[config.mk]
export PLATFORM = sky130hd
export DESIGN_NAME = reg_write_bank
export DESIGN_NICKNAME = d
export VERILOG_FILES = /design/src/rtl/reg_write_bank_pkg.sv /design/src/rtl/reg_write_bank_dec5_32.sv /design/src/rtl/reg_write_bank.sv
export SDC_FILE = /design/constraint.sdc
export NUM_CORES = 2
export LEC_CHECK = 0
export ABC_AREA = 1
export CORE_AREA = 2 2 434 436
export CTS_CLUSTER_DIAMETER = 200
export DETAILED_ROUTE_END_ITERATION = 12
export DIE_AREA = 0 0 436 438
export HOLD_SLACK_MARGIN = 0.05
export PLACE_DENSITY = 0.39
export SLEW_MARGIN = 20
export SYNTH_ARGS = -nofsm -noshare
export SYNTH_HDL_FRONTEND = slang
export SYNTH_SLANG_ARGS = --single-unit
[constraint.sdc]
create_clock -name i_clk -period 1.52 [get_ports i_clk]
set_input_delay 0.228 -clock i_clk [delete_from_list [all_inputs] [get_ports i_clk]]
set_output_delay 0.228 -clock i_clk [all_outputs]
set_load 0.03 [all_outputs]
[src/rtl/reg_write_bank_pkg.sv]
// Shared constants for the register-file write bank: geometry, well-known register numbers, reset values.
package reg_write_bank_pkg;

    localparam int unsigned NUM_REGS = 32;
    localparam int unsigned ADDR_W   = 5;
    localparam int unsigned DATA_W   = 32;

    localparam logic [ADDR_W-1:0] REG_ZERO = 5'd0;
    localparam logic [ADDR_W-1:0] REG_GP   = 5'd28;
    localparam logic [ADDR_W-1:0] REG_SP   = 5'd29;
    localparam logic [ADDR_W-1:0] REG_RA   = 5'd31;

    localparam logic [DATA_W-1:0] SP_INIT_DEF = 32'h0000_03FC;
    localparam logic [DATA_W-1:0] GP_INIT_DEF = 32'h0000_0000;

endpackage

[src/rtl/reg_write_bank_dec5_32.sv]
// Combinational 5-to-32 one-hot decoder with enable; all outputs low when i_en is low.
module dec5_32
    import reg_write_bank_pkg::*;
(
    input  logic                i_en,
    input  logic [ADDR_W-1:0]   i_addr,
    output logic [NUM_REGS-1:0] o_onehot
);

    always_comb begin
        o_onehot = '0;
        for (int k = 0; k < NUM_REGS; k++) begin
            o_onehot[k] = i_en && (i_addr == ADDR_W'(k));
        end
    end

endmodule

[src/rtl/reg_write_bank.sv]
// Write side of the 32x32 register file: decoded write-back into per-register flops, hardwired-zero r0,
// and a registered commit record (ack pulse, last address/data, write counter).
module reg_write_bank
    import reg_write_bank_pkg::*;
#(
    parameter int unsigned       WIDTH   = 32,
    parameter logic [WIDTH-1:0]  SP_INIT = WIDTH'(SP_INIT_DEF),
    parameter logic [WIDTH-1:0]  GP_INIT = WIDTH'(GP_INIT_DEF)
) (
    input  logic                      i_clk,
    input  logic                      i_reset,
    input  logic                      i_we,
    input  logic [ADDR_W-1:0]         i_waddr,
    input  logic [WIDTH-1:0]          i_wdata,
    output logic [NUM_REGS*WIDTH-1:0] o_regs,
    output logic                      o_wr_ack,
    output logic [ADDR_W-1:0]         o_last_waddr,
    output logic [WIDTH-1:0]          o_last_wdata,
    output logic [15:0]               o_wr_count
);

    localparam int unsigned CNT_W = 16;

    logic [NUM_REGS-1:0] w_onehot;
    logic                w_commit;

    logic                r_wr_ack;
    logic [ADDR_W-1:0]   r_last_waddr;
    logic [WIDTH-1:0]    r_last_wdata;
    logic [CNT_W-1:0]    r_wr_count;

    dec5_32 u_dec (
        .i_en     (i_we),
        .i_addr   (i_waddr),
        .o_onehot (w_onehot)
    );

    // A write commits when some enable fires and it is not the r0 enable.
    assign w_commit = (|w_onehot) && !w_onehot[0];

    for (genvar k = 0; k < NUM_REGS; k++) begin : g_reg
        if (k == 0) begin : g_zero
            assign o_regs[0 +: WIDTH] = '0;
        end else begin : g_flop
            localparam logic [WIDTH-1:0] RST_VAL =
                (ADDR_W'(k) == REG_SP) ? SP_INIT :
                (ADDR_W'(k) == REG_GP) ? GP_INIT : '0;

            logic [WIDTH-1:0] r_q;

            always_ff @(posedge i_clk) begin
                if (i_reset) begin
                    r_q <= RST_VAL;
                end else if (w_onehot[k]) begin
                    r_q <= i_wdata;
                end
            end

            assign o_regs[k*WIDTH +: WIDTH] = r_q;
        end
    end

    always_ff @(posedge i_clk) begin
        if (i_reset) begin
            r_wr_ack     <= 1'b0;
            r_last_waddr <= '0;
            r_last_wdata <= '0;
            r_wr_count   <= '0;
        end else if (w_commit) begin
            r_wr_ack     <= 1'b1;
            r_last_waddr <= i_waddr;
            r_last_wdata <= i_wdata;
            r_wr_count   <= r_wr_count + CNT_W'(1);
        end else begin
            r_wr_ack     <= 1'b0;
        end
    end

    assign o_wr_ack     = r_wr_ack;
    assign o_last_waddr = r_last_waddr;
    assign o_last_wdata = r_last_wdata;
    assign o_wr_count   = r_wr_count;

endmodule

==> impl_metrics.tcl <==
set metrics [dict create \
    place_hpwl_mm 145 \
    final_common_cell "dfxtp_2" \
    fmaxAchievable_mhz 627 \
    drc 0 \
    htreeDepth 4 \
    worst_ep_required_time_ps 1290 \
    seq_area_frac_synth 0.550 \
    rows 159 \
    power_leakage_nw 23.8 \
    ys_ff_latch 1046 \
    setup_viol 53 \
    clk_pin_slew_worst_paths_ps 50 \
    outcome "finished with violations" \
    synth_area_um2 38100 \
    grt_overflow 0 \
    fin_nets 6101 \
    finalCritPeriodShare 1.05 \
    grt_pass1_vias 36300 \
    grt_pass1_wl_mm 298 \
    dieArea_um2 191000 \
    antenna_found_initial 14 \
    dp.cells 8245 \
    async_flop_share 0 \
    critPathKind "reg2out" \
    core_area_um2 187000 \
    synth_top_family_by_area "simple AND/OR/NAND/NOR gates" \
    io_pins 1118 \
    worstPathCellList "buf_6 > buf_12" \
    fin_crit_ps 1600 \
    finalPower_mw 65.2 \
    setup_ws_ps -76.2 \
    grt_max_degree 82 \
    finalWirelength_mm 219 \
    grt.total_usage 0.218 \
    power_density_nw_per_um2 1040 \
    clockBufferDepth 3 \
    synth-edff-count 0 \
    fin_setup_tns_ps -829 \
    vias_per_cell 4.50 \
    cts_tree "done" \
    yosys.area_share.simple 0.209 \
    synth_xor_area_frac 0.00115 \
    wire_per_inst_um 25.3 \
    synth_adder_area_share 0.000329 \
    cap_violations 0 \
    yosys.area.top_type "dfxtp_1" \
    gp_congestion 0.793 \
    tightest_slew_ps 573 \
    first_iter_violations 2508 \
    final-hold-violation-count 0 \
    slowest_stage "dfxtp_2" \
    die_h_um 438 \
    firstDrtPassIters 5 \
    drv_slew 0 \
    cts_buffers 131 \
    crit_path_end_kind "output pin" \
    muxShareOfSynthArea 0 \
    fp.dieW_um 436 \
    synth.area.top_cells "dfxtp_1 (55%), a21oi_1 (11%), nand3_1 (8.3%), nand2_1 (7.4%), o21ai_0 (5.2%)" \
    start_util 0.204 \
    ant_nets 0 \
    peakVddDrop_v 0.000646 \
    port-buffer-count 1085 \
    synth.avg_cell_area_um2 7.85 \
    drive_gt1_frac 0.458 \
    synth_warnings 0 \
    fin_cells 8653 \
    critPathMaxStageDelay_ps 320 \
    cts-root-buf "clkbuf_16" \
    final_cell_mix "dfxtp_2 (1024), buf_6 (1005), a21oi_1 (809), nand2_1 (751), nand3_1 (627)" \
    violations "setup timing" \
    ys_types 25 \
    fin_worst_skew_ps 9.07 \
    synth_top_area_frac 0.550 \
    cp.arrival_ps 1370 \
    synth-compound-area-share 0.158 \
    hold_slack_ps 181 \
    cp-start-kind "register" \
    cp_num_buf_inv 2 \
    cp_top_family "flip-flops" \
    rsz0062_at_grt "true" \
    max_slew_margin 0.618 \
    area_growth_pct 64.3 \
    hp-class "in2reg" \
    dp_slack_ps -804 \
    ys.flop_type "dfxtp_1" \
    clk_latency_ps 790 \
    route.vias.total 38900 \
    cts.sinks 1046 \
    syn_inst 4848 \
    crit_fanout 5 \
]
==> repair_timing <==
action / 4_1_cts / 5_1_grt
setup endpoints to repair: 1046 / 1052
hold buffers: 33 / 0
gates cloned: 0 / 0
gates resized for setup: 5724 / 1633
setup buffers: 24 / 126
hold endpoints to repair: 986 / 0
==> layer usage <==
layer	global-route usage	share of wire
met1	0.259	0.40
met2	0.377	0.49
met3	0.0587	0.069
met4	0.0728	0.041
met5	0	0
==> final timing paths <==
kind	from	end	slack (ps)	cells after the start
setup / recovery	o_wr_count[4]$_SDFFE_PP0P_	o_wr_count[4]	-80	2
hold / removal	i_waddr[3]	o_last_waddr[3]$_SDFFE_PP0P_	180	3
setup reg to reg	o_wr_count[0]$_SDFFE_PP0P_	o_wr_count[12]$_SDFFE_PP0P_	50	10
hold reg to reg	g_reg[16].g_flop.r_q[5]$_SDFFE_PP0P_	g_reg[16].g_flop.r_q[5]$_SDFFE_PP0P_	450	2
==> worst reg2reg max path, delay by kind of cell, from the launching register on <==
kind / cells / cell delay [ps]
fa+ha+maj: 1 / 200
flops: 1 / 330
buf+inv: 2 / 270
simple gates: 7 / 560
==> power breakdown <==
group	internal [mW]	switching, mW
registers	27.8	0.255
clock network	18.5	13.0
logic	1.79	3.91
==> final cells by class <==
type                       instances  area [um^2]
fill                           19700       124000
sequential                      1046        22300
timing repair buffer            1566        17800
multi-input combinational       3128        14300
clock buffer                     195         3940
tap                             2495         3120
inverter                         187          717
clock inverter                    34          334
antenna                            2         5.00
==> cell usage after synthesis, types with 4 or more instances <==
cell type	n
nor2_1	481
clkbuf_1	332
nand2_1	755
nor2_2	8
inv_1	177
buf_4	82
a21oi_1	809
dfxtp_1	1046
xor2_1	4
nand3_1	630
buf_2	99
o21ai_0	393
buf_1	4
nand4_1	5
inv_2	10
==> kinds of logic after synthesis <==
group | Yosys count
buffers and inverters | 705
DFF | 1046
AOI/OAI and AO/OA | 1203
adders and majority gates | 1
and+or+nand+nor | 1887
xor gates and xnor gates | 5
other | 1
==> per-stage QoR <==
step | area [um^2] | util
3_5_place_dp | 53600 | 0.287
3_3_place_gp | 53600 | 0.287
2_1_floorplan | 38200 | -
4_1_cts | 58300 | 0.312
5_1_grt | 62500 | 0.335
6_report | 62500 | 0.335
==> registers in the layout, indices dropped and copies added, names as in the netlist <==
| name | count |
|---|---|
| o_wr_ack | 1 |
| o_last_waddr | 5 |
| o_last_wdata | 32 |
| o_wr_count | 16 |
| g.g_flop.r_q | 992 |
Power figures use the tool's default switching activity.
